### src/rtl/mem_stage_pkg.sv
// Shared types for the memory-access stage: pipeline bundles, data-bus
// request/response records and load/store size encodings.
package mem_stage_pkg;

    localparam int unsigned BUS_W = 64;

    localparam logic [2:0] F3_B  = 3'b000;
    localparam logic [2:0] F3_H  = 3'b001;
    localparam logic [2:0] F3_W  = 3'b010;
    localparam logic [2:0] F3_D  = 3'b011;
    localparam logic [2:0] F3_BU = 3'b100;
    localparam logic [2:0] F3_HU = 3'b101;
    localparam logic [2:0] F3_WU = 3'b110;

    localparam logic [1:0] SIZE_B = 2'd0;
    localparam logic [1:0] SIZE_H = 2'd1;
    localparam logic [1:0] SIZE_W = 2'd2;
    localparam logic [1:0] SIZE_D = 2'd3;

    typedef enum logic [1:0] {IDLE, WAIT, DONE} mem_state_t;

    typedef struct packed {
        logic             valid;
        logic [BUS_W-1:0] pc;
        logic [BUS_W-1:0] alu;
        logic [BUS_W-1:0] wdata;
        logic             memread;
        logic             memwrite;
        logic [2:0]       funct3;
        logic [4:0]       rd;
        logic             regwrite;
    } execute_data_t;

    typedef struct packed {
        logic             valid;
        logic [BUS_W-1:0] pc;
        logic [BUS_W-1:0] result;
        logic [4:0]       rd;
        logic             regwrite;
        logic             misalign;
    } memory_data_t;

    typedef struct packed {
        logic             valid;
        logic [BUS_W-1:0] addr;
        logic [2:0]       size;
        logic [7:0]       strobe;
        logic [BUS_W-1:0] data;
    } dbus_req_t;

    typedef struct packed {
        logic             dataOk;
        logic [BUS_W-1:0] data;
    } dbus_resp_t;

endpackage

### src/rtl/mem_align.sv
// Byte-lane steering for the data bus: store strobes/data, load
// shift-and-extend, and natural-alignment check. Purely combinational.
module mem_align
    import mem_stage_pkg::*;
(
    input  logic [2:0]       lane,
    input  logic [2:0]       funct3,
    input  logic [BUS_W-1:0] wdata,
    input  logic [BUS_W-1:0] rdata,
    output logic [1:0]       size,
    output logic [7:0]       strobe,
    output logic [BUS_W-1:0] storeData,
    output logic [BUS_W-1:0] loadData,
    output logic             misalign
);

    logic [BUS_W-1:0] shifted;
    logic [7:0]       mask;

    assign size      = funct3[1:0];
    assign storeData = wdata << {lane, 3'b000};
    assign shifted   = rdata >> {lane, 3'b000};
    assign strobe    = mask << lane;

    always_comb begin
        mask     = '0;
        misalign = 1'b0;
        case (size)
            SIZE_B: begin mask = 8'h01; misalign = 1'b0;             end
            SIZE_H: begin mask = 8'h03; misalign = lane[0];          end
            SIZE_W: begin mask = 8'h0F; misalign = |lane[1:0];       end
            SIZE_D: begin mask = 8'hFF; misalign = |lane;            end
            default: begin mask = '0;   misalign = 1'b0;             end
        endcase
    end

    always_comb begin
        loadData = shifted;
        case (funct3)
            F3_B:  loadData = {{56{shifted[7]}},  shifted[7:0]};
            F3_H:  loadData = {{48{shifted[15]}}, shifted[15:0]};
            F3_W:  loadData = {{32{shifted[31]}}, shifted[31:0]};
            F3_D:  loadData = shifted;
            F3_BU: loadData = {56'b0, shifted[7:0]};
            F3_HU: loadData = {48'b0, shifted[15:0]};
            F3_WU: loadData = {32'b0, shifted[31:0]};
            default: loadData = shifted;
        endcase
    end

endmodule

### src/rtl/mem_stage.sv
// RV64 memory-access stage: issues data-bus requests for loads/stores,
// stalls the pipe while a transaction is outstanding, and builds MEM/WB data.
module mem_stage
    import mem_stage_pkg::*;
#(
    parameter int unsigned XLEN = 64
) (
    input  logic            clk,
    input  logic            reset,
    input  logic            in_valid,
    input  logic [XLEN-1:0] in_pc,
    input  logic [XLEN-1:0] in_alu,
    input  logic [XLEN-1:0] in_wdata,
    input  logic            in_memread,
    input  logic            in_memwrite,
    input  logic [2:0]      in_funct3,
    input  logic [4:0]      in_rd,
    input  logic            in_regwrite,
    output logic            dreq_valid,
    output logic [XLEN-1:0] dreq_addr,
    output logic [2:0]      dreq_size,
    output logic [7:0]      dreq_strobe,
    output logic [XLEN-1:0] dreq_data,
    input  logic            dresp_data_ok,
    input  logic [XLEN-1:0] dresp_data,
    output logic            out_valid,
    output logic [XLEN-1:0] out_pc,
    output logic [XLEN-1:0] out_result,
    output logic [4:0]      out_rd,
    output logic            out_regwrite,
    output logic            out_misalign,
    output logic            stall_m
);

    execute_data_t    ex;
    dbus_resp_t       resp;
    dbus_req_t        reqNow, reqQ, req;
    memory_data_t     mo;
    mem_state_t       state;
    logic [BUS_W-1:0] rdataQ;

    logic [1:0]       size;
    logic [7:0]       strobe;
    logic [BUS_W-1:0] storeData, loadData;
    logic             misalign, isMem, issue, rdNonZero;

    assign ex = '{valid: in_valid, pc: in_pc, alu: in_alu, wdata: in_wdata,
                  memread: in_memread, memwrite: in_memwrite, funct3: in_funct3,
                  rd: in_rd, regwrite: in_regwrite};
    assign resp = '{dataOk: dresp_data_ok, data: dresp_data};

    mem_align u_align (
        .lane      (ex.alu[2:0]),
        .funct3    (ex.funct3),
        .wdata     (ex.wdata),
        .rdata     (rdataQ),
        .size      (size),
        .strobe    (strobe),
        .storeData (storeData),
        .loadData  (loadData),
        .misalign  (misalign)
    );

    assign isMem     = ex.valid & (ex.memread | ex.memwrite);
    assign issue     = (state == IDLE) & isMem & ~misalign;
    assign rdNonZero = |ex.rd;

    always_comb begin
        reqNow        = '0;
        reqNow.valid  = issue;
        reqNow.addr   = ex.alu;
        reqNow.size   = {1'b0, size};
        reqNow.strobe = ex.memwrite ? strobe : '0;
        reqNow.data   = ex.memwrite ? storeData : '0;
    end

    // Request is snapshotted at issue so WAIT drives it from registers,
    // keeping the bus contract independent of upstream freeze behaviour.
    always_ff @(posedge clk) begin
        if (reset) begin
            state  <= IDLE;
            rdataQ <= '0;
            reqQ   <= '0;
        end else begin
            case (state)
                IDLE: if (issue) begin
                    state <= WAIT;
                    reqQ  <= reqNow;
                end
                WAIT: if (resp.dataOk) begin
                    state  <= DONE;
                    rdataQ <= resp.data;
                end
                DONE:    state <= IDLE;
                default: state <= IDLE;
            endcase
        end
    end

    always_comb begin
        req     = '0;
        mo      = '0;
        stall_m = 1'b0;
        if (!reset) begin
            case (state)
                IDLE: begin
                    if (issue) begin
                        req     = reqNow;
                        stall_m = 1'b1;
                    end else begin
                        mo.valid    = ex.valid;
                        mo.pc       = ex.pc;
                        mo.result   = ex.alu;
                        mo.rd       = ex.rd;
                        mo.misalign = isMem & misalign;
                        mo.regwrite = ex.valid & ex.regwrite & rdNonZero
                                      & ~ex.memwrite & ~mo.misalign;
                    end
                end
                WAIT: begin
                    req     = reqQ;
                    stall_m = 1'b1;
                end
                DONE: begin
                    mo.valid    = 1'b1;
                    mo.pc       = ex.pc;
                    mo.result   = ex.memread ? loadData : ex.alu;
                    mo.rd       = ex.rd;
                    mo.regwrite = ex.regwrite & rdNonZero & ~ex.memwrite;
                end
                default: ;
            endcase
        end
    end

    assign dreq_valid   = req.valid;
    assign dreq_addr    = req.addr;
    assign dreq_size    = req.size;
    assign dreq_strobe  = req.strobe;
    assign dreq_data    = req.data;
    assign out_valid    = mo.valid;
    assign out_pc       = mo.pc;
    assign out_result   = mo.result;
    assign out_rd       = mo.rd;
    assign out_regwrite = mo.regwrite;
    assign out_misalign = mo.misalign;

endmodule

### config.mk
export PLATFORM = sky130hd
export DESIGN_NAME = mem_stage
export DESIGN_NICKNAME = d
export VERILOG_FILES = /design/src/rtl/mem_stage_pkg.sv /design/src/rtl/mem_align.sv /design/src/rtl/mem_stage.sv
export SDC_FILE = /design/constraint.sdc
export NUM_CORES = 1
export LEC_CHECK = 0
export CAP_MARGIN = 0
export CORE_AREA = 2 2 212 214
export CTS_CLUSTER_SIZE = 24
export DETAILED_ROUTE_END_ITERATION = 7
export DIE_AREA = 0 0 214 216
export GPL_ROUTABILITY_DRIVEN = 1
export HOLD_SLACK_MARGIN = 0.02
export MAX_ROUTING_LAYER = met4
export PLACE_DENSITY = 0.6
export SLEW_MARGIN = 5
export SYNTH_ARGS = -nofsm -noshare
export SYNTH_HDL_FRONTEND = slang
export SYNTH_SLANG_ARGS = --single-unit
export TNS_END_PERCENT = 5
### constraint.sdc
create_clock -name clk -period 2.7 [get_ports clk]
set_clock_uncertainty 0.1 [all_clocks]
set_input_delay 0.405 -clock clk [delete_from_list [all_inputs] [get_ports clk]]
set_output_delay 0.405 -clock clk [all_outputs]
set_load 0.02 [all_outputs]
==> flow_metrics.py, run 1 <==
metrics = {
    "sta": {
        "post-route-period-util": 1.18,
        "worstMarginPinSlew_ps": 1110,
        "report.final.slew_viol_count": 0,
        "layout_min_cycle_time_ps": 3180,
        "rsz_0062_raised_after_global_routing": "yes",
        "report.final.setup_viol": 227,
        "slew_headroom": 0.259,
        "timing_hold_violations_final": 0,
        "maxClockFrequency_ghz": 0.315,
        "postLayoutSetupSlackWorst_ps": -476,
    },
    "cells_and_area": {
        "layout-area-overhead-vs-synth_pct": 74.2,
        "drive_gt1_frac": 0.366,
        "fin_nets": 2786,
        "fin_cells": 3134,
    },
    "global_route": {
        "antenna_found_initial": 10,
        "overall_global_routing_usage": 0.343,
        "wire_length_of_the_first_global_routing_pass_um": 114000,
        "globalRoute.totalOverflow": 0,
        "maximum_number_of_pins_on_one_net_before_global_route_repair": 72,
        "first_global_vias": 16753,
    },
    "pwr": {
        "power.clock.fraction": 0.386,
        "design_power_total_uw": 9840,
        "share_seq_of_total_power": 0.322,
        "vdd_drop_max_mv": 0.397,
        "power.leakage_uw": 0.00972,
        "power_frac_comb": 0.291,
        "power_density_nw_per_um2": 420,
        "total_switching_power_uw": 3040,
        "netSwitchingFraction": 0.309,
        "p_int_uw": 6800,
    },
    "floorplanning": {
        "initial_utilization": 0.307,
        "chipWidth_um": 214,
        "fp.coreArea_um2": 43800,
        "die-height_um": 216,
        "placementRows": 77,
        "fp.dieArea_um2": 46200,
        "floorplan.io_pins": 548,
    },
    "setup_path": {
        "timing.critical_path.arrival_ps": 2670,
        "critPathMaxFanout": 8,
        "crit-reg2reg-launch": "state[1]",
        "cpMaxStageDelayCell": "or3_4",
        "critical-path-top-cell-by-count": "buf_6",
        "crit-reg2reg-capture": "reqQ[2]",
        "endpoint_kind": "primary output",
        "timing.reg2reg.setup_slack_ps": 260,
        "critical_path_class": "reg2out",
        "critical-path-max-stage-delay_ps": 360,
        "worstRegToRegCells": 8,
        "required_arrival_time_at_the_worst_endpoint_ps": 2190,
        "worst_path_cell_trace": "buf_6 > nand3b_4 > or3_4 > buf_6 > a2111oi_4 > buf_4 > clkbuf_16 > a221o_1 > buf_6",
        "critical_path.startpoint_type": "flop",
    },
    "synth": {
        "netlist_top_cells_count": "nand2_1, a21oi_1, dfxtp_1",
        "synth.net_count": 2033,
        "yosysMostFrequentCell": "nand2_1",
        "synth.avg_cell_area_um2": 7.63,
        "ys_types": 65,
        "async_flop_share": 0,
        "yosys_register_bits": 205,
        "yosys_most_used_dff": "dfxtp_1",
        "synth-seq-area-share": 0.305,
        "syn-instance-count": 1762,
        "synth-edff-count": 0,
        "mappedNetlistArea_um2": 13400,
        "synth_top_cell_by_area": "dfxtp_1",
        "netlist_top_cells_area": "dfxtp_1, nand2_1, a21oi_1, mux2i_1, mux4_2",
        "synth_largest_type_area_fraction": 0.305,
        "ys_warn_count": 0,
    },
    "cts": {
        "cts.htree.levels": 1,
        "cts.sinks": 205,
        "clk_pin_slew_ps": 60,
        "cts_made_buffers": 26,
        "clk_root_buffer_cell": "clkbuf_16",
        "ctsLongestPathBuffers": 3,
        "clkLatencyLatePin_ps": 570,
        "cts_tree": "yes",
    },
    "flow_run": {
        "maxCapViolCount": 0,
    },
    "place": {
        "hpwl_um": 63400,
        "dpl.cell_count": 3053,
        "portBuffers": 546,
        "gp_congestion": 1.00,
    },
    "run_status": {
        "violations": "negative setup slack",
        "status": "finished with violations",
    },
    "drt": {
        "post_drt_wl_per_cell_um": 25.6,
        "detail_route.drc_violations": 0,
        "routed_wire_length_um": 80200,
        "first_iter_violations": 1554,
        "route.antenna.remaining_nets": 0,
        "dr_total_vias": 16970,
        "avgViaCountPerCell": 5.41,
        "dr.pass1.iters": 5,
    },
    "worst_hold_path": {
        "hold_start": "reset",
        "worstHoldPathType": "in2reg",
        "whs_endpoint": "reqQ[36]",
        "min_delay_path_depth": 3,
    },
}
## layout by cell type (no fill, tap or decap), types with 7 or more instances in the layout
cell and n:
nand2_1 501, buf_4 415, clkdlybuf4s50_1 261, a21oi_1 219
dfxtp_1 198, buf_6 147, a21oi_2 83, mux2i_1 80
and2_1 62, a221o_1 48, buf_12 37, nor2_1 36
mux4_2 33, a21o_1 32, mux2_2 31, clkbuf_16 27
o22ai_1 19, a22o_1 18, inv_1 17, and2_4 15
o2bb2ai_1 14, nand2_2 13, o21ai_0 11, nand2b_1 10
buf_2 10, diode_2 9, nor2b_1 9, a211o_1 8
a21oi_4 7, nor3_1 7, o32ai_1 7, and3_1 7
o221ai_1 7
## flip-flops by register name (all words and copies together), names as in the netlist
name / flops
state: 2
rdataQ: 64
reqQ: 139
## routing by layer
layer  global-route usage  share of wire  vias to the layer above
met2                0.586           0.49                      816
met4                0.198          0.072                        0
met3               0.0647          0.068                      204
met1                0.374           0.37                     8237
met5                    -              0                        -
li1                     -              -                     7713
## layout make-up
class                           count  area, um^2
Antenna cell                        9        22.5
Clock buffer                       34         741
Clock inverter                     12         184
Fill cell                        4142       20400
Inverter                           19        71.3
Multi-Input combinational cell   1371        9070
Sequential cell                   205        4120
Tap cell                          592         741
Timing Repair Buffer              892        8470
## per-stage QoR
step                      area [um^2]  hold WS, ps  setup WS [ps]   util  TNS, ps
after floorplan                 13400          326            151      -        0
after global placement          21400          333           -879  0.487  -170430
after detailed placement        21400          341           -881  0.487  -179870
after CTS                       23000          144           -518  0.524   -47630
after global routing            23400          166           -541  0.534   -52400
final                           23400          169           -476  0.534   -35100
## critical path: cells and delay by family, from the launching register on
kind | cells | cell delay (ps)
buffers and inverters | 5 | 740
AO/OA/AOI/OAI | 2 | 510
AND/OR/NAND/NOR | 2 | 500
flip-flops | 1 | 330
## how the worst max path moves through the flow
stage / cells past startpoint / slack, ps / to / startpoint
2_1_floorplan: 6 / 150 / dreq_data[8] / in_alu[0]
3_3_place_gp: 8 / -880 / dreq_addr[10] / in_funct3[1]
3_5_place_dp: 8 / -880 / dreq_addr[10] / in_funct3[1]
4_1_cts: 8 / -520 / out_result[19] / state[0]
5_1_grt: 9 / -540 / out_result[19] / state[0]
6_report: 9 / -480 / out_result[26] / state[0]
## what timing repair did
action,in CTS,in global routing
setup buffers,16,7
hold buffers,0,0
endpoints found under the setup margin,299,273
cloned,4,0
pin swaps,38,35
gates resized for setup,833,394
## cells by family (layout without fill, tap and decap cells)
family / count (synthesis) / after routing / synth area share
other cells: 1 / 10 / 0.000279
simple gates: 700 / 700 / 0.225
buf+inv: 186 / 957 / 0.0722
flops: 205 / 205 / 0.305
compound gates: 517 / 517 / 0.250
mux: 153 / 153 / 0.148
## power groups by stage
stage	Combinational (uW)	Clock, uW	Sequential (uW)
after floorplan	1160	0	3220
after global placement	2680	0	3230
after detailed placement	2690	0	3240
after CTS	2780	3860	3170
final	2870	3800	3170
after global routing	2990	3950	3180
No activity file was read; power rests on OpenSTA's default activity.
==> inputs of run 2 (changes only) <==
Settings changed: CORE_AREA 2 2 212 214 to 2 2 215 217, DIE_AREA 0 0 214 216 to 0 0 217 219, DONT_BUFFER_PORTS set to 1, PLACE_DENSITY 0.6 to 0.43.
Clock period 2.7 ns to 4.08 ns, I/O delays scaled along.
==> run 2 against run 1 <==
Effect of this change:
- the flow now finishes without violations
- critical endpoint is now out_result[50]
- largest power group unchanged
- first-iteration DRC count is 24% lower
- hold slack worse by 100 ps
- cell area is 37% lower
- critical path type unchanged
==> flow_metrics.py, run 2 (synthesis gave the netlist of run 1 again) <==
metrics = {
    "setup_path": {
        "timing.reg2reg.setup_slack_ps": 1680,
        "crit-reg2reg-launch": "state[0]",
        "critical_path_class": "reg2out",
        "worstRegToRegCells": 5,
        "critPathMaxFanout": 17,
        "required_arrival_time_at_the_worst_endpoint_ps": 3370,
        "crit-reg2reg-capture": "rdataQ[23]",
        "critical_path.startpoint_type": "flop",
        "endpoint_kind": "primary output",
        "timing.critical_path.arrival_ps": 3170,
    },
    "place": {
        "gp_congestion": 1.04,
        "portBuffers": 0,
        "dpl.cell_count": 2245,
        "hpwl_um": 51400,
    },
    "floorplanning": {
        "initial_utilization": 0.298,
        "floorplan.io_pins": 548,
        "chipWidth_um": 217,
        "die-height_um": 219,
        "placementRows": 78,
        "fp.coreArea_um2": 45100,
        "fp.dieArea_um2": 47500,
    },
    "global_route": {
        "antenna_found_initial": 18,
        "globalRoute.totalOverflow": 0,
        "maximum_number_of_pins_on_one_net_before_global_route_repair": 138,
        "overall_global_routing_usage": 0.277,
        "first_global_vias": 12464,
        "wire_length_of_the_first_global_routing_pass_um": 92900,
    },
    "pwr": {
        "power.leakage_uw": 0.00540,
        "share_seq_of_total_power": 0.382,
        "p_int_uw": 3900,
        "power_density_nw_per_um2": 373,
        "netSwitchingFraction": 0.293,
        "power_frac_comb": 0.164,
        "design_power_total_uw": 5510,
        "power.clock.fraction": 0.454,
        "vdd_drop_max_mv": 0.222,
        "total_switching_power_uw": 1610,
    },
    "cts": {
        "cts.htree.levels": 1,
        "clkLatencyLatePin_ps": 560,
        "clk_root_buffer_cell": "clkbuf_16",
        "ctsLongestPathBuffers": 3,
        "cts_hold_repair.buffers": 3,
        "post_cts.resized_instances": 0,
        "postCtsSetupBuffers": 0,
        "cts_made_buffers": 28,
        "cts.sinks": 205,
        "cts_tree": "yes",
        "clk_pin_slew_ps": 60,
    },
    "cells_and_area": {
        "largest-register": "reqQ",
        "layout.cells.most_common_list": "nand2_1, a21oi_1, dfxtp_1",
        "largest_reg_flops": 139,
        "n_fill_cell": 4908,
        "layout_commonest_cell": "nand2_1",
        "fin_nets": 1949,
        "fin_util": 0.328,
        "drive_gt1_frac": 0.116,
        "fin_cells": 2307,
        "largest_registers": "reqQ x139, rdataQ x64, state x2",
        "layout-area-overhead-vs-synth_pct": 9.96,
    },
    "drt": {
        "route.antenna.remaining_nets": 0,
        "detail_route.drc_violations": 0,
        "dr_total_vias": 13429,
        "routed_wire_length_um": 68300,
        "post_drt_wl_per_cell_um": 29.6,
        "avgViaCountPerCell": 5.82,
        "dr.pass1.iters": 6,
        "first_iter_violations": 1176,
    },
    "sta": {
        "report.final.setup_viol": 0,
        "slew_headroom": 0.288,
        "layout_min_cycle_time_ps": 3880,
        "post-route-period-util": 0.952,
        "worstMarginPinSlew_ps": 1060,
        "fin_setup_tns_ps": 0,
        "maxClockFrequency_ghz": 0.258,
        "report.final.slew_viol_count": 0,
        "timing.hold.ws_ps": 66.7,
        "rsz_0062_raised_after_global_routing": "no",
        "timing_hold_violations_final": 0,
    },
    "run_status": {
        "status": "finished, final reports clean",
    },
    "flow_run": {
        "maxCapViolCount": 0,
    },
    "worst_hold_path": {
        "hold_start": "reset",
        "worstHoldPathType": "in2reg",
        "whs_endpoint": "reqQ[131]",
        "min_delay_path_depth": 1,
    },
}
## run 2: worst max-delay path by stage
stage | slack, ps | depth (start not counted) | from | endpoint
5_1_grt | 130 | 7 | state[1] | out_result[50]
2_1_floorplan | 1120 | 6 | in_alu[0] | dreq_data[8]
3_3_place_gp | 730 | 6 | in_alu[0] | dreq_addr[28]
3_5_place_dp | 740 | 6 | in_alu[1] | dreq_addr[38]
6_report | 200 | 7 | state[1] | out_result[50]
4_1_cts | 260 | 7 | state[1] | out_result[50]
## run 2: cell type report
| class | count | area [um^2] | area share |
|---|---|---|---|
| diodes | 10 | 25.0 | 0.00169 |
| clock buffers | 42 | 845 | 0.0572 |
| clock inverters | 7 | 87.6 | 0.00593 |
| inverters | 19 | 71.3 | 0.00483 |
| multi-input cells | 1371 | 8420 | 0.570 |
| flip-flops and latches | 205 | 4100 | 0.278 |
| well taps | 600 | 751 | 0.0508 |
| repair buffers | 53 | 475 | 0.0322 |
## run 2: through the flow
stage	setup WS, ps	area [um^2]
floorplan	1120	13400
global placement	729	13800
detailed placement	740	13800
CTS	257	14800
global route	132	14800
finish	197	14800
## run 2: metal layers
layer,wire (um),global-route usage,vias to the layer above
li1,-,-,6027
met5,0,-,-
met1,24000,0.283,6598
met4,3030,0.108,0
met2,35600,0.505,654
met3,5650,0.0746,150
## run 2: power groups by stage
stage	sequential, uW	combinational (uW)	clock [uW]
final	2110	904	2500
after global placement	2150	881	0
after CTS	2110	903	2560
after global routing	2110	951	2640
after detailed placement	2150	884	0
after floorplan	2130	770	0
## run 2: critical path, cell delays in order, from the launching register on
cell and delay, ps:
dfxtp_1 660, nand3b_4 150, nor2_1 110, buf_4 190, and4_1 240, buf_4 250, nor2b_1 510, a221o_1 490
